===== src/rtl/ordering_table_mc_if.sv =====
// Request/retire/TX signal bundle for ordering_table_mc.
// The table itself connects through the slave modport; the request source and TX sink use master.
interface ordering_table_mc_if #(
  parameter int DEPTH  = 8,
  parameter int ID_W   = 3,
  parameter int DATA_W = 16,
  parameter int NUM_CH = 2
) ();
  localparam int CH_W  = (NUM_CH > 1) ? $clog2(NUM_CH) : 1;
  localparam int OCC_W = $clog2(DEPTH + 1);

  logic              rx_valid_i;
  logic              rx_ready_o;
  logic [ID_W-1:0]   rx_id_i;
  logic [CH_W-1:0]   rx_ch_i;
  logic              rx_order_i;
  logic [DATA_W-1:0] rx_payload_i;
  logic              rx_ret_i;
  logic [ID_W-1:0]   rx_ret_id_i;
  logic              tx_valid_o;
  logic              tx_ready_i;
  logic [ID_W-1:0]   tx_id_o;
  logic [CH_W-1:0]   tx_ch_o;
  logic [DATA_W-1:0] tx_payload_o;
  logic [OCC_W-1:0]  occupancy_o;
  logic              ret_err_o;

  modport slave (
    input  rx_valid_i, rx_id_i, rx_ch_i, rx_order_i, rx_payload_i,
    input  rx_ret_i, rx_ret_id_i, tx_ready_i,
    output rx_ready_o, tx_valid_o, tx_id_o, tx_ch_o, tx_payload_o,
    output occupancy_o, ret_err_o
  );

  modport master (
    output rx_valid_i, rx_id_i, rx_ch_i, rx_order_i, rx_payload_i,
    output rx_ret_i, rx_ret_id_i, tx_ready_i,
    input  rx_ready_o, tx_valid_o, tx_id_o, tx_ch_o, tx_payload_o,
    input  occupancy_o, ret_err_o
  );
endinterface


===== src/rtl/ordering_table_mc.sv =====
// Multi-channel reorder table: entries are held until retired by ID, then released oldest-first;
// ordered entries additionally wait for every older entry of their own channel to leave.
module ordering_table_mc #(
  parameter int DEPTH  = 8,
  parameter int ID_W   = 3,
  parameter int DATA_W = 16,
  parameter int NUM_CH = 2
) (
  input  logic                clk,
  input  logic                reset_n,
  ordering_table_mc_if.slave  bus
);
  localparam int CH_W  = (NUM_CH > 1) ? $clog2(NUM_CH) : 1;
  localparam int IDX_W = $clog2(DEPTH);
  localparam int OCC_W = $clog2(DEPTH + 1);

  logic [DEPTH-1:0]  valid_q,   valid_d;
  logic [DEPTH-1:0]  retired_q, retired_d;
  logic [DEPTH-1:0]  ordered_q, ordered_d;
  logic [ID_W-1:0]   id_q      [DEPTH];
  logic [ID_W-1:0]   id_d      [DEPTH];
  logic [CH_W-1:0]   ch_q      [DEPTH];
  logic [CH_W-1:0]   ch_d      [DEPTH];
  logic [DATA_W-1:0] payload_q [DEPTH];
  logic [DATA_W-1:0] payload_d [DEPTH];
  logic [DEPTH-1:0]  older_q   [DEPTH];
  logic [DEPTH-1:0]  older_d   [DEPTH];
  logic              lock_q, lock_d;
  logic [IDX_W-1:0]  lock_idx_q, lock_idx_d;
  logic              ret_err_q, ret_err_d;

  logic [DEPTH-1:0]  ret_match;
  logic [DEPTH-1:0]  ret_hit;
  logic [DEPTH-1:0]  elig;
  logic [DEPTH-1:0]  pick;
  logic [DEPTH-1:0]  deq_onehot;
  logic [DEPTH-1:0]  same_ch [DEPTH];
  logic [IDX_W-1:0]  free_idx;
  logic [IDX_W-1:0]  pick_idx;
  logic [IDX_W-1:0]  sel_idx;
  logic [CH_W-1:0]   rx_ch_map;
  logic [OCC_W-1:0]  occ;
  logic              rx_ready;
  logic              accept;
  logic              deq;
  logic              tx_valid;

  assign rx_ready  = ~&valid_q;
  assign accept    = bus.rx_valid_i & rx_ready;
  assign rx_ch_map = (32'(bus.rx_ch_i) < NUM_CH) ? bus.rx_ch_i : '0;

  // older_q[i] is the set of entries older than i; a "nothing older within the
  // set" test therefore picks the single oldest member of any entry set.
  generate
    for (genvar gi = 0; gi < DEPTH; gi++) begin : g_entry
      for (genvar gj = 0; gj < DEPTH; gj++) begin : g_peer
        assign same_ch[gi][gj] = valid_q[gj] & (ch_q[gj] == ch_q[gi]);
      end
      assign ret_match[gi] = bus.rx_ret_i & valid_q[gi] & ~retired_q[gi] &
                             (id_q[gi] == bus.rx_ret_id_i);
      assign ret_hit[gi]   = ret_match[gi] & ~|(older_q[gi] & ret_match);
      assign elig[gi]      = valid_q[gi] & retired_q[gi] &
                             (~ordered_q[gi] | ~|(older_q[gi] & same_ch[gi]));
      assign pick[gi]      = elig[gi] & ~|(older_q[gi] & elig);
    end
  endgenerate

  always_comb begin
    free_idx = '0;
    for (int i = DEPTH - 1; i >= 0; i--) begin
      if (!valid_q[i]) free_idx = IDX_W'(i);
    end
  end

  always_comb begin
    pick_idx = '0;
    for (int i = 0; i < DEPTH; i++) begin
      if (pick[i]) pick_idx = IDX_W'(i);
    end
  end

  always_comb begin
    occ = '0;
    for (int i = 0; i < DEPTH; i++) begin
      occ = occ + OCC_W'(valid_q[i]);
    end
  end

  // A stalled presentation stays locked even if an older entry becomes eligible.
  assign sel_idx    = lock_q ? lock_idx_q : pick_idx;
  assign tx_valid   = lock_q | (|pick);
  assign deq        = tx_valid & bus.tx_ready_i;
  assign deq_onehot = deq ? (DEPTH'(1) << sel_idx) : '0;

  always_comb begin
    valid_d    = valid_q & ~deq_onehot;
    retired_d  = retired_q | ret_hit;
    ordered_d  = ordered_q;
    lock_d     = tx_valid & ~bus.tx_ready_i;
    lock_idx_d = sel_idx;
    ret_err_d  = bus.rx_ret_i & ~|ret_match;
    for (int i = 0; i < DEPTH; i++) begin
      id_d[i]      = id_q[i];
      ch_d[i]      = ch_q[i];
      payload_d[i] = payload_q[i];
      older_d[i]   = older_q[i] & ~deq_onehot;
    end
    if (accept) begin
      for (int i = 0; i < DEPTH; i++) begin
        if (IDX_W'(i) == free_idx) begin
          valid_d[i]   = 1'b1;
          retired_d[i] = 1'b0;
          ordered_d[i] = bus.rx_order_i;
          id_d[i]      = bus.rx_id_i;
          ch_d[i]      = rx_ch_map;
          payload_d[i] = bus.rx_payload_i;
          older_d[i]   = valid_q & ~deq_onehot;
        end
      end
    end
  end

  always_ff @(posedge clk or negedge reset_n) begin
    if (!reset_n) begin
      valid_q    <= '0;
      retired_q  <= '0;
      ordered_q  <= '0;
      lock_q     <= 1'b0;
      lock_idx_q <= '0;
      ret_err_q  <= 1'b0;
      for (int i = 0; i < DEPTH; i++) begin
        id_q[i]      <= '0;
        ch_q[i]      <= '0;
        payload_q[i] <= '0;
        older_q[i]   <= '0;
      end
    end else begin
      valid_q    <= valid_d;
      retired_q  <= retired_d;
      ordered_q  <= ordered_d;
      lock_q     <= lock_d;
      lock_idx_q <= lock_idx_d;
      ret_err_q  <= ret_err_d;
      for (int i = 0; i < DEPTH; i++) begin
        id_q[i]      <= id_d[i];
        ch_q[i]      <= ch_d[i];
        payload_q[i] <= payload_d[i];
        older_q[i]   <= older_d[i];
      end
    end
  end

  assign bus.rx_ready_o   = rx_ready;
  assign bus.occupancy_o  = occ;
  assign bus.ret_err_o    = ret_err_q;
  assign bus.tx_valid_o   = tx_valid;
  assign bus.tx_id_o      = tx_valid ? id_q[sel_idx]      : '0;
  assign bus.tx_ch_o      = tx_valid ? ch_q[sel_idx]      : '0;
  assign bus.tx_payload_o = tx_valid ? payload_q[sel_idx] : '0;
endmodule

===== src/flat_wrapper.sv =====
// flat-port wrapper written by rule: the top's interface ports become plain ports
module ordering_table_mc_flat 
#(
  parameter int DEPTH  = 8,
  parameter int ID_W   = 3,
  parameter int DATA_W = 16,
  parameter int NUM_CH = 2
)
  (clk, reset_n, bus_rx_valid_i, bus_rx_id_i, bus_rx_ch_i, bus_rx_order_i, bus_rx_payload_i, bus_rx_ret_i, bus_rx_ret_id_i, bus_tx_ready_i, bus_rx_ready_o, bus_tx_valid_o, bus_tx_id_o, bus_tx_ch_o, bus_tx_payload_o, bus_occupancy_o, bus_ret_err_o);
  ordering_table_mc_if #(.DEPTH(DEPTH), .ID_W(ID_W), .DATA_W(DATA_W), .NUM_CH(NUM_CH)) bus_i ();
  input  logic clk;
  input  logic reset_n;
  input wire logic [$bits(bus_i.rx_valid_i)-1:0] bus_rx_valid_i;
  input wire logic [$bits(bus_i.rx_id_i)-1:0] bus_rx_id_i;
  input wire logic [$bits(bus_i.rx_ch_i)-1:0] bus_rx_ch_i;
  input wire logic [$bits(bus_i.rx_order_i)-1:0] bus_rx_order_i;
  input wire logic [$bits(bus_i.rx_payload_i)-1:0] bus_rx_payload_i;
  input wire logic [$bits(bus_i.rx_ret_i)-1:0] bus_rx_ret_i;
  input wire logic [$bits(bus_i.rx_ret_id_i)-1:0] bus_rx_ret_id_i;
  input wire logic [$bits(bus_i.tx_ready_i)-1:0] bus_tx_ready_i;
  output wire logic [$bits(bus_i.rx_ready_o)-1:0] bus_rx_ready_o;
  output wire logic [$bits(bus_i.tx_valid_o)-1:0] bus_tx_valid_o;
  output wire logic [$bits(bus_i.tx_id_o)-1:0] bus_tx_id_o;
  output wire logic [$bits(bus_i.tx_ch_o)-1:0] bus_tx_ch_o;
  output wire logic [$bits(bus_i.tx_payload_o)-1:0] bus_tx_payload_o;
  output wire logic [$bits(bus_i.occupancy_o)-1:0] bus_occupancy_o;
  output wire logic [$bits(bus_i.ret_err_o)-1:0] bus_ret_err_o;
  assign bus_i.rx_valid_i = bus_rx_valid_i;
  assign bus_i.rx_id_i = bus_rx_id_i;
  assign bus_i.rx_ch_i = bus_rx_ch_i;
  assign bus_i.rx_order_i = bus_rx_order_i;
  assign bus_i.rx_payload_i = bus_rx_payload_i;
  assign bus_i.rx_ret_i = bus_rx_ret_i;
  assign bus_i.rx_ret_id_i = bus_rx_ret_id_i;
  assign bus_i.tx_ready_i = bus_tx_ready_i;
  assign bus_rx_ready_o = bus_i.rx_ready_o;
  assign bus_tx_valid_o = bus_i.tx_valid_o;
  assign bus_tx_id_o = bus_i.tx_id_o;
  assign bus_tx_ch_o = bus_i.tx_ch_o;
  assign bus_tx_payload_o = bus_i.tx_payload_o;
  assign bus_occupancy_o = bus_i.occupancy_o;
  assign bus_ret_err_o = bus_i.ret_err_o;
  ordering_table_mc #(.DEPTH(DEPTH), .ID_W(ID_W), .DATA_W(DATA_W), .NUM_CH(NUM_CH)) u_core (.clk(clk), .reset_n(reset_n), .bus(bus_i));
endmodule

===== config.mk =====
export PLATFORM = sky130hd
export DESIGN_NAME = ordering_table_mc_flat
export DESIGN_NICKNAME = d
export VERILOG_FILES = /design/src/rtl/ordering_table_mc_if.sv /design/src/rtl/ordering_table_mc.sv /design/src/flat_wrapper.sv
export SDC_FILE = /design/constraint.sdc
export NUM_CORES = 1
export LEC_CHECK = 0
export ABC_AREA = 1
export CAP_MARGIN = 40
export CORE_UTILIZATION = 37
export CTS_BUF_LIST = sky130_fd_sc_hd__clkbuf_4 sky130_fd_sc_hd__clkbuf_8
export DETAILED_ROUTE_END_ITERATION = 16
export GPL_TIMING_DRIVEN = 0
export SLEW_MARGIN = 10
export SYNTH_ARGS = -nofsm -noshare
export SYNTH_HDL_FRONTEND = slang
export SYNTH_SLANG_ARGS = --single-unit

===== constraint.sdc =====
create_clock -name clk -period 5.47 [get_ports clk]
set_clock_uncertainty 0.2 [all_clocks]
set_input_delay 1.094 -clock clk [delete_from_list [all_inputs] [get_ports clk]]
set_output_delay 1.094 -clock clk [all_outputs]
set_load 0.02 [all_outputs]

### Word-level counts from Yosys, hierarchy flattened

Index checks and enable logic that the tools add are counted.

* register bits: 253
* input bits: 29
* output and inout bits: 27
* word-level logic and storage cells: 421

* add/sub/neg operators: 7
* $lt $le $gt $ge: 1
* equal/unequal tests: 71
* shift operators: 1
* muxes and demuxes: 56
* bitwise gates (word level): 178
* reductions and logical operators: 62

Operator list (count)
* $and 8x8->8: 33
* $reduce_or 8->1: 26
* $and 1x1->1: 116
* $mux 8: 11
* $mux 64: 1
* $eq 1x1->1: 56
* $mux 3: 18
* $bmux 16 s3: 1
* $mux 16: 3
* $logic_not 1->1: 26
* $add 4x1->4: 6
* $eq 3x3->1: 8
* $mux 1: 20
* $not 1->1: 17
* $reduce_and 2->1: 8
* $eq 3x3->1 const A: 4
* $bmux 3 s3: 1
* $or 1x1->1: 9
* $not 8->8: 1
* $or 8x8->8: 1
* $reduce_and 8->1: 1
* $shl 1x3->8 const A: 1
* $eq 2x3->1 const A: 2
* $ge 4x4->1 const B: 1
* other kinds (5): 5

### Longest topological paths before layout

Gate-level depths: netlist of run 1.

* word-level depth: 25
* gate-level depth with buffers: 27
* depth with buffers taken out: 24

### Worst setup path after synthesis of run 1

Ideal clock, no wire load.

* kind: register to output
* from: register u_core.valid_q[1]
* to: output bus_occupancy_o[2]
* arrival: 2.732 ns
* data required time: 4.176 ns
* slack: 1.444 ns
* cell stages (with the launch flop): 10
* path buffers: 0
* cell sequence: dfrtp_1 -> ha_1 -> inv_1 -> fa_1 -> fa_1 -> inv_1 -> fa_1 -> inv_1 -> fa_1 -> xnor2_1

* longest elaborated chain between the ends: 7

Ends and longest elaborated chain
* start, declared: RTL line ordering_table_mc.sv:17 `logic [DEPTH-1:0] valid_q, valid_d;`
* start signal, assigned: RTL line ordering_table_mc.sv:138 `valid_q <= valid_d;`
* $add 1x1->2: RTL line ordering_table_mc.sv:85 `occ = occ + OCC_W'(valid_q[i]);`
* $add 4x1->4 (6 in series): RTL line ordering_table_mc.sv:85
* end, declared: RTL line flat_wrapper.sv:26 `output wire logic [$bits(bus_i.occupancy_o)-1:0] bus_occupancy_o;`

No other way between the ends.

### Worst setup path in the final report of run 1

* from: register u_core.valid_q[3]
* to: output bus_tx_payload_o[15]

* longest elaborated chain between the ends: 23
* elaborated cells between the ends (all ways): 95
* classes of those cells: 12 x mux; 50 x bitwise; 33 x reduce/logical

Ends and longest elaborated chain
* $and 1x1->1: RTL line ordering_table_mc.sv:57 `assign same_ch[gi][gj] = valid_q[gj] & (ch_q[gj] == ch_q[gi]);`
* $and 8x8->8: RTL line ordering_table_mc.sv:63 `(~ordered_q[gi] | ~|(older_q[gi] & same_ch[gi]));`
* $reduce_or 8->1: RTL line ordering_table_mc.sv:63
* $logic_not 1->1: RTL line ordering_table_mc.sv:63
* $or 1x1->1: RTL line ordering_table_mc.sv:63
* $and 1x1->1: RTL line ordering_table_mc.sv:62 `assign elig[gi] = valid_q[gi] & retired_q[gi] &`
* $and 8x8->8: RTL line ordering_table_mc.sv:64 `assign pick[gi] = elig[gi] & ~|(older_q[gi] & elig);`
* $reduce_or 8->1: RTL line ordering_table_mc.sv:64
* $logic_not 1->1: RTL line ordering_table_mc.sv:64
* $and 1x1->1: RTL line ordering_table_mc.sv:64
* $mux 1: RTL line ordering_table_mc.sv:78 `if (pick[i]) pick_idx = IDX_W'(i);`
* $mux 3 (6 in series): RTL line ordering_table_mc.sv:78
* $mux 3: RTL line ordering_table_mc.sv:90 `assign sel_idx = lock_q ? lock_idx_q : pick_idx;`
* $not 3->4 (implied by the code): RTL line ordering_table_mc.sv:159 `assign bus.tx_payload_o = tx_valid ? payload_q[sel_idx] : '0;`
* $bmux 16 s3: RTL line ordering_table_mc.sv:159
* $mux 16 (implied by the code) (2 in series): RTL line ordering_table_mc.sv:159
* $mux 16 *: RTL line ordering_table_mc.sv:159
* end, declared: RTL line flat_wrapper.sv:25 `output wire logic [$bits(bus_i.tx_payload_o)-1:0] bus_tx_payload_o;`

Mark *: on every way between the ends. The rest lies on a longest branch, timed or not. The select of a mux whose other input is x is not followed.

==> impl_metrics.prom, run 1 <==
# TYPE chip_impl_metric gauge
chip_impl_info{name="result_of_the_run",value="finished, final reports clean"} 1
chip_impl_metric{name="chipHeight",unit="µm"} 200
chip_impl_metric{name="grt_pass1_wl",unit="mm"} 93.7
chip_impl_metric{name="avgRoutedWirePerCell",unit="µm"} 23.5
chip_impl_metric{name="worst-r2r-setup-slack",unit="ns"} 1.50
chip_impl_metric{name="total_wirelength",unit="mm"} 63.8
chip_impl_info{name="crit-reg2reg-capture",value="u_core.payload_q[12]$_DFFE_PN0P_"} 1
chip_impl_metric{name="cp_data_required_time",unit="ns"} 4.18
chip_impl_metric{name="post_route_cell_area",unit="mm²"} 0.0170
chip_impl_info{name="synth_top_family_by_area",value="simple AND/OR/NAND/NOR gates"} 1
chip_impl_metric{name="dpl_wire_length",unit="mm"} 45.5
chip_impl_metric{name="ant_diodes",unit=""} 0
chip_impl_metric{name="synth_fa_ha_area_share",unit="%"} 0.812
chip_impl_metric{name="fin_worst_hold_slack",unit="ns"} 0.260
chip_impl_metric{name="yosys-mux-area-fraction",unit="%"} 0
chip_impl_metric{name="synthesis.nets",unit=""} 2076
chip_impl_metric{name="dieArea",unit="mm²"} 0.0399
chip_impl_metric{name="initial_utilization",unit="%"} 37.5
chip_impl_metric{name="detail_route.vias_per_cell",unit=""} 5.53
chip_impl_metric{name="final-hold-violation-count",unit=""} 0
chip_impl_metric{name="cts_max_path_buffers",unit=""} 3
chip_impl_metric{name="initialDrtViolationCount",unit=""} 1498
chip_impl_metric{name="final.min_clock_period",unit="ns"} 5.31
chip_impl_metric{name="final.period_utilization",unit="%"} 97.1
chip_impl_metric{name="synth_compound_gate_area_share",unit="%"} 10.8
chip_impl_metric{name="final_report_max_slew_violation_count",unit=""} 0
chip_impl_metric{name="placement_rows",unit=""} 72
chip_impl_metric{name="fin_nets",unit=""} 2193
chip_impl_info{name="min-delay-path-class",value="input port to async pin"} 1
chip_impl_metric{name="synth_area_per_cell",unit="µm²"} 7.10
chip_impl_metric{name="synth_area",unit="mm²"} 0.0145
chip_impl_metric{name="worstPathMaxFanout",unit=""} 10
chip_impl_info{name="clock_tree.root_cell",value="clkbuf_8"} 1
chip_impl_metric{name="grt_antenna_before_repair",unit=""} 0
chip_impl_metric{name="drv.max_cap_violation_count",unit=""} 0
chip_impl_metric{name="slew_headroom",unit="%"} 35.1
chip_impl_metric{name="cts_htree_levels",unit=""} 2
chip_impl_metric{name="grt_max_degree",unit=""} 97
chip_impl_metric{name="cts.sink_count",unit=""} 253
chip_impl_metric{name="proportion_of_layout_cells_with_a_drive_suffix_above_1",unit="%"} 10.5
chip_impl_metric{name="antenna_violating_nets_post_route",unit=""} 0
chip_impl_metric{name="achievable-frequency",unit="MHz"} 188
chip_impl_metric{name="die_outline_width",unit="µm"} 200
chip_impl_metric{name="synth.distinct_cells",unit=""} 40
chip_impl_metric{name="floorplan.core_area",unit="mm²"} 0.0386
chip_impl_metric{name="vias_in_the_first_global_route",unit=""} 14584
chip_impl_info{name="grt_setup_unrepaired",value="false"} 1
chip_impl_metric{name="vias",unit=""} 14996
chip_impl_metric{name="cp_data_arrival_time",unit="ns"} 4.02
chip_impl_metric{name="post_synth_xor_area_fraction",unit="%"} 0.544
chip_impl_metric{name="ys_ff_latch",unit=""} 253
chip_impl_metric{name="cts_inserted_buffers",unit=""} 48
chip_impl_metric{name="post_synthesis_simple_gate_area_fraction",unit="%"} 32.6
chip_impl_metric{name="io_buffers",unit=""} 52
chip_impl_metric{name="post_dp_cell_area",unit="mm²"} 0.0158
chip_impl_metric{name="layout.filler_cells",unit=""} 4072
chip_impl_info{name="cts_tree",value="built"} 1
chip_impl_metric{name="clock_insertion_delay_worst_skew",unit="ns"} 0.66
chip_impl_info{name="critical_path.endpoint_type",value="primary output"} 1
chip_impl_metric{name="worst_pin_slew",unit="ns"} 0.973
chip_impl_info{name="critical_path_class",value="flop to primary output"} 1
chip_impl_metric{name="design.portCount",unit=""} 56
chip_impl_metric{name="synth-warning-count",unit=""} 0
chip_impl_metric{name="drt_drc_violations_left",unit=""} 0
chip_impl_metric{name="netlist_instances",unit=""} 2040
chip_impl_info{name="r2r-start",value="u_core.valid_q[5]$_DFF_PN0_"} 1
chip_impl_metric{name="area_delta_synth_final",unit="%"} 17.2
chip_impl_metric{name="clk_pin_slew",unit="ns"} 0.06
chip_impl_metric{name="seq_area_frac_synth",unit="%"} 43.7
chip_impl_info{name="type_of_origin_of_the_critical_path",value="flop"} 1
chip_impl_metric{name="finalSetupViolCount",unit=""} 0
chip_impl_metric{name="detail_route.first_pass.iterations",unit=""} 6
chip_impl_metric{name="worstRegToRegCells",unit=""} 12
chip_impl_metric{name="gp_congestion",unit=""} 1.00
chip_impl_metric{name="grt_use_total",unit="%"} 32.9
chip_impl_metric{name="final_core_utilization",unit="%"} 43.9
chip_impl_metric{name="cts_hold_buffers",unit=""} 0
chip_impl_metric{name="sum_of_overflow_across_all_layers_after_global_routing",unit=""} 0
sequential cells by signal, summed over array words and instances, names as in the netlist:
register	count
u_core.older_q	64
u_core.retired_q	8
u_core.lock_idx_q	3
u_core.ordered_q	8
u_core.id_q	24
u_core.ch_q	8
u_core.valid_q	8
u_core.bus.ret_err_o	1
u_core.payload_q	128
u_core.lock_q	1
per-layer routing:
layer | global-route usage [%] | wire (µm) | vias to the layer above
met4 | 22.3 | 4450 | 0
met2 | 51.7 | 28600 | 841
met1 | 41.2 | 25300 | 7248
li1 | - | - | 6673
met5 | 0 | 0 | -
met3 | 6.12 | 5390 | 234
critical path, stage by stage, from the launching register on:
cell             delay (ns)
dfrtp_1                0.35
buf_4                  0.18
buf_6                  0.17
nand2_1                0.14
nand3b_1               0.20
nand2_1                0.07
nor2_1                 0.04
nand2_1                0.05
nand2_1                0.13
nand3_1                0.15
nand2_1                0.07
clkinv_1               0.04
nand2_1                0.08
nor2_4                 0.15
nand2_1                0.08
nand2_2                0.11
nand2_1                0.06
nand2_1                0.07
nand2_2                0.06
nand2_4                0.11
nand2_4                0.10
clkbuf_4               0.23
nand3b_1               0.12
nand2_1                0.07
inv_1                  0.06
nand2_1                0.08
nand2_1                0.09
clkdlybuf4s15_1        0.30
how the worst max path moves through the flow:
| stage | from | endpoint | slack (ns) | cells after the start |
|---|---|---|---|---|
| detailed placement | u_core.valid_q[5]$_DFF_PN0_ | bus_tx_ch_o | -0.17 | 23 |
| global placement | reset_n | u_core.payload_q[10]$_DFFE_PN0P_ | -8.38 | 1 |
| CTS | u_core.valid_q[3]$_DFF_PN0_ | bus_tx_payload_o[14] | -0.02 | 26 |
| finish | u_core.valid_q[3]$_DFF_PN0_ | bus_tx_payload_o[15] | 0.16 | 27 |
| global route | u_core.ch_q[0]$_DFFE_PN0P_ | bus_tx_payload_o[1] | 0.007 | 25 |
| floorplan | u_core.valid_q[1]$_DFF_PN0_ | bus_occupancy_o[2] | 1.44 | 9 |
metrics by stage:
step                      setup slack (ns)  setup TNS, ns  cells
after floorplan                       1.44              0   2040
after global placement               -8.38       -2112.72   2610
after detailed placement            -0.168          -1.93   2622
after CTS                          -0.0213        -0.0451   2708
after global routing               0.00733              0   2710
final                                0.158              0   2710
kinds of logic (layout without fill, tap and decap cells):
group           count (synthesis)  count (layout)
simple gates                 1081            1081
xor+xnor                        9               9
compound gates                283             283
buf+inv                       407             559
flops                         253             253
fa+ha+maj                       7               7
layout make-up:
class                           count  area [µm²]  share of cell area [%]
Sequential cell                   253        6330                    37.3
Tap cell                          518         648                    3.82
Buffer                             98         577                    3.40
Inverter                          308        1190                    7.04
Timing Repair Buffer               68         659                    3.89
Clock inverter                      6        43.8                   0.258
Clock buffer                       79         968                    5.71
Multi-Input combinational cell   1380        6540                    38.6
Yosys cell counts, drive strengths merged:
master | n | area share [%]
dfrtp | 253 | 44
fa | 4 | 0.55
a21oi | 16 | 0.55
nand3b | 80 | 4.1
or3 | 1 | 0.043
buf | 51 | 2.2
a2111oi | 2 | 0.12
a31oi | 6 | 0.26
a221oi | 11 | 0.67
o22ai | 10 | 0.43
o2111ai | 2 | 0.12
or2 | 3 | 0.13
o21ai | 210 | 7.3
nand3 | 115 | 4.1
a211oi | 1 | 0.052
clkinv | 4 | 0.10
nor3 | 9 | 0.31
clkbuf | 48 | 1.2
nor4 | 13 | 0.56
nand2 | 712 | 19
ha | 3 | 0.26
o211ai | 25 | 1.3
xnor2 | 1 | 0.061
xor2 | 8 | 0.48
inv | 304 | 8.0
nand4 | 29 | 1.3
nor2 | 119 | 3.2
cells in the final DEF, fill, tap and decap left out, drive strengths merged, types with 6 or more instances in the layout:
| cell | n |
|---|---|
| a21oi | 16 |
| a221oi | 11 |
| a31oi | 6 |
| buf | 59 |
| clkbuf | 153 |
| clkdlybuf4s50 | 31 |
| clkinv | 9 |
| dfrtp | 253 |
| inv | 304 |
| nand2 | 712 |
| nand3 | 115 |
| nand3b | 80 |
| nand4 | 29 |
| nor2 | 119 |
| nor3 | 9 |
| nor4 | 13 |
| o211ai | 25 |
| o21ai | 210 |
| o22ai | 10 |
| xor2 | 8 |
repair_timing:
action / 4_1_cts / 5_1_grt
pin swaps: 2 / 1
setup endpoints to repair: 21 / 20
resized for setup: 48 / 77
setup buffers: 1 / 3
Power of run 1 is left out: the tool's default activity adds up to more than one toggle a clock period on the data nets, which glitch-free logic cannot reach.
==> inputs of run 2 (changes only) <==
SKIP_CTS_REPAIR_TIMING = 1   (was not set)
==> run 2 against run 1 <==
Hold slack gained 0.0096 ns. Via count fell by 0.11%. Core utilization up 0.052 points. Worst setup slack worse by 0.0067 ns. Count of clock-buffer cells in the layout unchanged. Critical path depth down 17. Cell count is essentially flat. Highest routed layer unchanged.
==> impl_metrics.prom, run 2 (synthesis results as in run 1) <==
# TYPE chip_impl_metric gauge
chip_impl_info{name="result_of_the_run",value="finished, final reports clean"} 1
chip_impl_info{name="cp_cell_sequence",value="buf_2 > inv_2 > fa_1 > fa_1 > inv_1 > fa_1 > inv_1 > fa_1 > inv_1 > clkdlybuf4s50_1"} 1
chip_impl_metric{name="final-hold-violation-count",unit=""} 0
chip_impl_metric{name="gp_congestion",unit=""} 1.00
chip_impl_metric{name="avgRoutedWirePerCell",unit="µm"} 23.5
chip_impl_info{name="cts_tree",value="built"} 1
chip_impl_metric{name="worst_pin_slew",unit="ns"} 0.945
chip_impl_metric{name="achievable-frequency",unit="MHz"} 188
chip_impl_metric{name="detail_route.first_pass.iterations",unit=""} 6
chip_impl_metric{name="drt_drc_violations_left",unit=""} 0
chip_impl_info{name="critical_path_class",value="flop to primary output"} 1
chip_impl_metric{name="finalSetupViolCount",unit=""} 0
chip_impl_metric{name="grt_pass1_wl",unit="mm"} 93.7
chip_impl_metric{name="slew_headroom",unit="%"} 37.0
chip_impl_metric{name="antenna_violating_nets_post_route",unit=""} 0
chip_impl_metric{name="initialDrtViolationCount",unit=""} 1561
chip_impl_metric{name="area_delta_synth_final",unit="%"} 17.3
chip_impl_info{name="slowest_stage_cell_crit_path",value="clkdlybuf4s50_1"} 1
chip_impl_metric{name="sum_of_overflow_across_all_layers_after_global_routing",unit=""} 0
chip_impl_metric{name="design.portCount",unit=""} 56
chip_impl_metric{name="finalSetupTns",unit="ns"} 0
chip_impl_info{name="most_frequent_cells_in_the_layout",value="nand2_1 (690), inv_1 (283), dfrtp_1 (250), o21ai_0 (197), nor2_1 (112)"} 1
chip_impl_metric{name="cp_data_arrival_time",unit="ns"} 4.02
chip_impl_info{name="largest_registers",value="u_core.payload_q x128, u_core.older_q x64, u_core.id_q x24"} 1
chip_impl_info{name="layout.cells.most_common",value="nand2_1"} 1
chip_impl_metric{name="placement_rows",unit=""} 72
chip_impl_metric{name="clk_pin_slew",unit="ns"} 0.06
chip_impl_metric{name="grt_use_total",unit="%"} 32.9
chip_impl_metric{name="dpl_wire_length",unit="mm"} 45.5
chip_impl_metric{name="cts_htree_levels",unit=""} 2
chip_impl_metric{name="detail_route.vias_per_cell",unit=""} 5.53
chip_impl_metric{name="floorplan.core_area",unit="mm²"} 0.0386
chip_impl_metric{name="final.min_clock_period",unit="ns"} 5.32
chip_impl_info{name="register_with_the_most_flip_flops",value="u_core.payload_q"} 1
chip_impl_metric{name="max_ffs_per_register",unit=""} 128
chip_impl_metric{name="final_report_max_slew_violation_count",unit=""} 0
chip_impl_info{name="clock_tree.root_cell",value="clkbuf_8"} 1
chip_impl_info{name="min-delay-path-class",value="input port to async pin"} 1
chip_impl_metric{name="cts_max_path_buffers",unit=""} 3
chip_impl_metric{name="total_wirelength",unit="mm"} 63.8
chip_impl_metric{name="cts_inserted_buffers",unit=""} 48
chip_impl_metric{name="vias_in_the_first_global_route",unit=""} 14613
chip_impl_metric{name="timing.critical_path.slowest_cell_delay",unit="ns"} 0.60
chip_impl_metric{name="proportion_of_layout_cells_with_a_drive_suffix_above_1",unit="%"} 10.2
chip_impl_metric{name="dieArea",unit="mm²"} 0.0399
chip_impl_metric{name="final.period_utilization",unit="%"} 97.2
chip_impl_metric{name="grt_max_degree",unit=""} 97
chip_impl_info{name="cpMostUsedCell",value="fa_1"} 1
chip_impl_metric{name="die_outline_width",unit="µm"} 200
chip_impl_metric{name="post_route_cell_area",unit="mm²"} 0.0170
chip_impl_metric{name="initial_utilization",unit="%"} 37.5
chip_impl_metric{name="clock_insertion_delay_worst_skew",unit="ns"} 0.66
chip_impl_info{name="worst_setup_path_startpoint",value="u_core.valid_q[4]$_DFF_PN0_"} 1
chip_impl_info{name="type_of_origin_of_the_critical_path",value="flop"} 1
chip_impl_metric{name="worstPathMaxFanout",unit=""} 10
chip_impl_metric{name="post_dp_cell_area",unit="mm²"} 0.0158
chip_impl_metric{name="chipHeight",unit="µm"} 200
chip_impl_metric{name="drv.max_cap_violation_count",unit=""} 0
chip_impl_metric{name="grt_antenna_before_repair",unit=""} 0
chip_impl_info{name="critical_path.endpoint_type",value="primary output"} 1
chip_impl_metric{name="vias",unit=""} 14980
chip_impl_metric{name="cp_data_required_time",unit="ns"} 4.18
chip_impl_metric{name="fin_nets",unit=""} 2194
chip_impl_metric{name="cts.sink_count",unit=""} 253
chip_impl_metric{name="io_buffers",unit=""} 52
chip_impl_info{name="r2r-start",value="u_core.valid_q[5]$_DFF_PN0_"} 1
chip_impl_metric{name="ant_diodes",unit=""} 0
run 2: per-stage QoR:
| step | setup WS [ns] | util [%] | hold WS [ns] | instances |
|---|---|---|---|---|
| finish | 0.152 | 44.0 | 0.269 | 2711 |
| global route | -0.0102 | 44.0 | 0.299 | 2711 |
| CTS | -0.841 | 43.6 | 0.280 | 2707 |
| detailed placement | -0.168 | 41.0 | 0.265 | 2622 |
| global placement | -8.38 | 40.5 | 0.258 | 2610 |
| floorplan | 1.44 | - | 0.244 | 2040 |
run 2: path summary, 6_finish.rpt:
| check | depth (start not counted) | to | slack, ns |
|---|---|---|---|
| worst max-delay path | 10 | bus_occupancy_o[1] | 0.15 |
| min in group clk | 2 | u_core.payload_q[3]$_DFFE_PN0P_ | 0.28 |
| worst max register to register | 12 | u_core.payload_q[12]$_DFFE_PN0P_ | 1.53 |
| worst min-delay path | 2 | u_core.older_q[52]$_DFF_PN0_ | 0.27 |
| max in group asynchronous | 3 | u_core.payload_q[119]$_DFFE_PN0P_ | 3.86 |
| worst min register to register | 2 | u_core.payload_q[3]$_DFFE_PN0P_ | 0.28 |
run 2: worst max-delay path, delay by kind of cell, from the launching register on:
| family | cells | cell delay, ns |
|---|---|---|
| adder cells (fa/ha/maj) | 4 | 1.77 |
| buffers and inverters | 6 | 1.25 |
| flip-flops | 1 | 0.36 |
run 2: per-layer routing:
| metal | global-route usage, % | part of all wire, % | up-vias |
|---|---|---|---|
| li1 | - | - | 6695 |
| met3 | 6.08 | 9.0 | 222 |
| met2 | 51.6 | 45 | 847 |
| met1 | 41.2 | 39 | 7216 |
| met5 | 0 | 0 | - |
| met4 | 22.5 | 6.6 | 0 |
run 2: final cells by class:
class	instances	area [µm²]
repair buffers	68	726
flip-flops and latches	253	6330
well taps	518	648
multi-input cells	1380	6530
fillers	4066	21700
clock buffers	79	968
clock inverters	6	43.8
plain buffers	99	543
inverters	308	1190
Power of run 2 is left out for the same reason.
==> inputs of run 3 (changes only) <==
CORE_MARGIN = 3   (was not set)
CTS_CLUSTER_DIAMETER = 50   (was not set)
==> run 3 against run 2 <==
Hold slack got worse by 0.058 ns. Wire length is 2.0% lower. Largest cell class unchanged. Critical path depth increased by 17. Sequential cell count stayed put. Sequential share of layout area is 0.29 points higher. Final area fell by 0.76%. Die area grew 4.0%. Cell count is 0.52% lower. Core utilization up 0.28 points.
==> impl_metrics.prom, run 3 (synthesis results as in run 1) <==
# TYPE chip_impl_metric gauge
chip_impl_metric{name="io_buffers",unit=""} 52
chip_impl_metric{name="total_wirelength",unit="mm"} 62.5
chip_impl_metric{name="initialDrtViolationCount",unit=""} 1390
chip_impl_metric{name="clk_pin_slew",unit="ns"} 0.07
chip_impl_metric{name="achievable-frequency",unit="MHz"} 189
chip_impl_metric{name="floorplan.core_area",unit="mm²"} 0.0381
chip_impl_metric{name="detail_route.vias_per_cell",unit=""} 5.48
chip_impl_metric{name="proportion_of_layout_cells_with_a_drive_suffix_above_1",unit="%"} 9.97
chip_impl_metric{name="clock_insertion_delay_worst_skew",unit="ns"} 0.63
chip_impl_metric{name="initial_utilization",unit="%"} 38.0
chip_impl_metric{name="placement_rows",unit=""} 71
chip_impl_info{name="most_frequent_cells_in_the_layout",value="nand2_1 (692), inv_1 (283), dfrtp_1 (250), o21ai_0 (197), nor2_1 (113)"} 1
chip_impl_metric{name="drt_drc_violations_left",unit=""} 0
chip_impl_metric{name="layout.filler_cells",unit=""} 4010
chip_impl_info{name="clock_tree.root_cell",value="clkbuf_8"} 1
chip_impl_metric{name="cts.sink_count",unit=""} 253
chip_impl_info{name="cts_tree",value="built"} 1
chip_impl_metric{name="final.min_clock_period",unit="ns"} 5.30
chip_impl_metric{name="final.period_utilization",unit="%"} 97.0
chip_impl_info{name="min-delay-path-class",value="input port to async pin"} 1
chip_impl_info{name="critical_path_class",value="flop to primary output"} 1
chip_impl_metric{name="drv.max_cap_violation_count",unit=""} 0
chip_impl_info{name="register_with_the_most_flip_flops",value="u_core.payload_q"} 1
chip_impl_metric{name="avgRoutedWirePerCell",unit="µm"} 23.2
chip_impl_metric{name="detail_route.first_pass.iterations",unit=""} 7
chip_impl_metric{name="grt_use_total",unit="%"} 30.0
chip_impl_metric{name="area_delta_synth_final",unit="%"} 16.4
chip_impl_metric{name="final-hold-violation-count",unit=""} 0
chip_impl_metric{name="grt_max_degree",unit=""} 108
chip_impl_metric{name="design.portCount",unit=""} 56
chip_impl_metric{name="ant_diodes",unit=""} 0
chip_impl_info{name="largest_registers",value="u_core.payload_q x128, u_core.older_q x64, u_core.id_q x24"} 1
chip_impl_metric{name="worst_pin_slew",unit="ns"} 0.959
chip_impl_metric{name="dpl_wire_length",unit="mm"} 44.6
chip_impl_metric{name="vias_in_the_first_global_route",unit=""} 14004
chip_impl_info{name="type_of_origin_of_the_critical_path",value="flop"} 1
chip_impl_metric{name="cts_inserted_buffers",unit=""} 48
chip_impl_info{name="slowest_stage_cell_crit_path",value="dfrtp_1"} 1
chip_impl_metric{name="finalSetupViolCount",unit=""} 0
chip_impl_metric{name="antenna_violating_nets_post_route",unit=""} 0
chip_impl_info{name="result_of_the_run",value="finished, final reports clean"} 1
chip_impl_metric{name="grt_antenna_before_repair",unit=""} 0
chip_impl_metric{name="die_outline_width",unit="µm"} 204
chip_impl_metric{name="gp_congestion",unit=""} 1.02
chip_impl_metric{name="worstPathMaxFanout",unit=""} 10
chip_impl_metric{name="sum_of_overflow_across_all_layers_after_global_routing",unit=""} 0
chip_impl_metric{name="dieArea",unit="mm²"} 0.0415
chip_impl_info{name="critical_path.endpoint_type",value="primary output"} 1
chip_impl_metric{name="vias",unit=""} 14770
chip_impl_metric{name="fin_nets",unit=""} 2184
chip_impl_metric{name="final_report_max_slew_violation_count",unit=""} 0
chip_impl_metric{name="multi_input_area",unit="mm²"} 0.00653
chip_impl_metric{name="final-seq-area",unit="mm²"} 0.00633
chip_impl_metric{name="max_ffs_per_register",unit=""} 128
chip_impl_metric{name="cts_max_path_buffers",unit=""} 3
chip_impl_metric{name="grt_pass1_wl",unit="mm"} 91.6
chip_impl_info{name="cpMostUsedCell",value="nand2_1"} 1
chip_impl_metric{name="worstRegToRegCells",unit=""} 12
chip_impl_metric{name="fin_worst_hold_slack",unit="ns"} 0.212
chip_impl_metric{name="slew_headroom",unit="%"} 36.1
chip_impl_info{name="layout.cells.most_common",value="nand2_1"} 1
chip_impl_metric{name="timing.critical_path.slowest_cell_delay",unit="ns"} 0.36
chip_impl_metric{name="cts_htree_levels",unit=""} 2
chip_impl_metric{name="cp_data_required_time",unit="ns"} 4.18
chip_impl_metric{name="cp_data_arrival_time",unit="ns"} 4.01
chip_impl_metric{name="chipHeight",unit="µm"} 204
run 3: area by class of cell:
type | instances | area share (%)
multi-input combinational | 1380 | 38.7
sequential | 253 | 37.6
inverter | 308 | 7.04
clock buffer | 81 | 5.91
tap | 511 | 3.79
timing repair buffer | 58 | 3.33
buffer | 99 | 3.32
clock inverter | 7 | 0.319
run 3: stage by stage:
stage / instances / setup TNS [ns] / util, % / area, µm² / worst slack (ns)
3_5_place_dp: 2608 / -0.00115 / 41.3 / 15700 / -0.00115
3_3_place_gp: 2603 / -2077.55 / 41.0 / 15600 / -8.25
6_report: 2697 / 0 / 44.2 / 16900 / 0.166
2_1_floorplan: 2040 / 0 / - / 14500 / 1.44
4_1_cts: 2696 / -12.47 / 44.0 / 16800 / -0.675
5_1_grt: 2697 / -0.0107 / 44.2 / 16900 / -0.00804
run 3: per-layer routing:
layer | up-vias | part of all wire, % | track usage, %
met5 | - | 0 | 0
met2 | 775 | 44 | 47.1
met1 | 7122 | 41 | 39.6
met3 | 199 | 8.6 | 5.00
li1 | 6674 | - | -
met4 | 0 | 6.3 | 16.3
run 3: worst max-delay path: cells and delay by family (launching register included):
family	cells	cell delay, ns
AOI/OAI and AO/OA	1	0.08
buffers and inverters	6	0.93
DFF	1	0.36
and+or+nand+nor	20	1.99
run 3: final timing paths:
path                                                  start                                to  slack, ns
min                                                 reset_n      u_core.older_q[28]$_DFF_PN0_       0.21
min in group clk           u_core.payload_q[71]$_DFFE_PN0P_  u_core.payload_q[71]$_DFFE_PN0P_       0.28
max                              u_core.ch_q[4]$_DFFE_PN0P_                       bus_tx_ch_o       0.17
min reg2reg                u_core.payload_q[71]$_DFFE_PN0P_  u_core.payload_q[71]$_DFFE_PN0P_       0.28
max in group asynchronous                           reset_n  u_core.payload_q[88]$_DFFE_PN0P_       3.82
max reg2reg                     u_core.valid_q[6]$_DFF_PN0_  u_core.payload_q[99]$_DFFE_PN0P_       1.60
Power of run 3 is left out for the same reason.
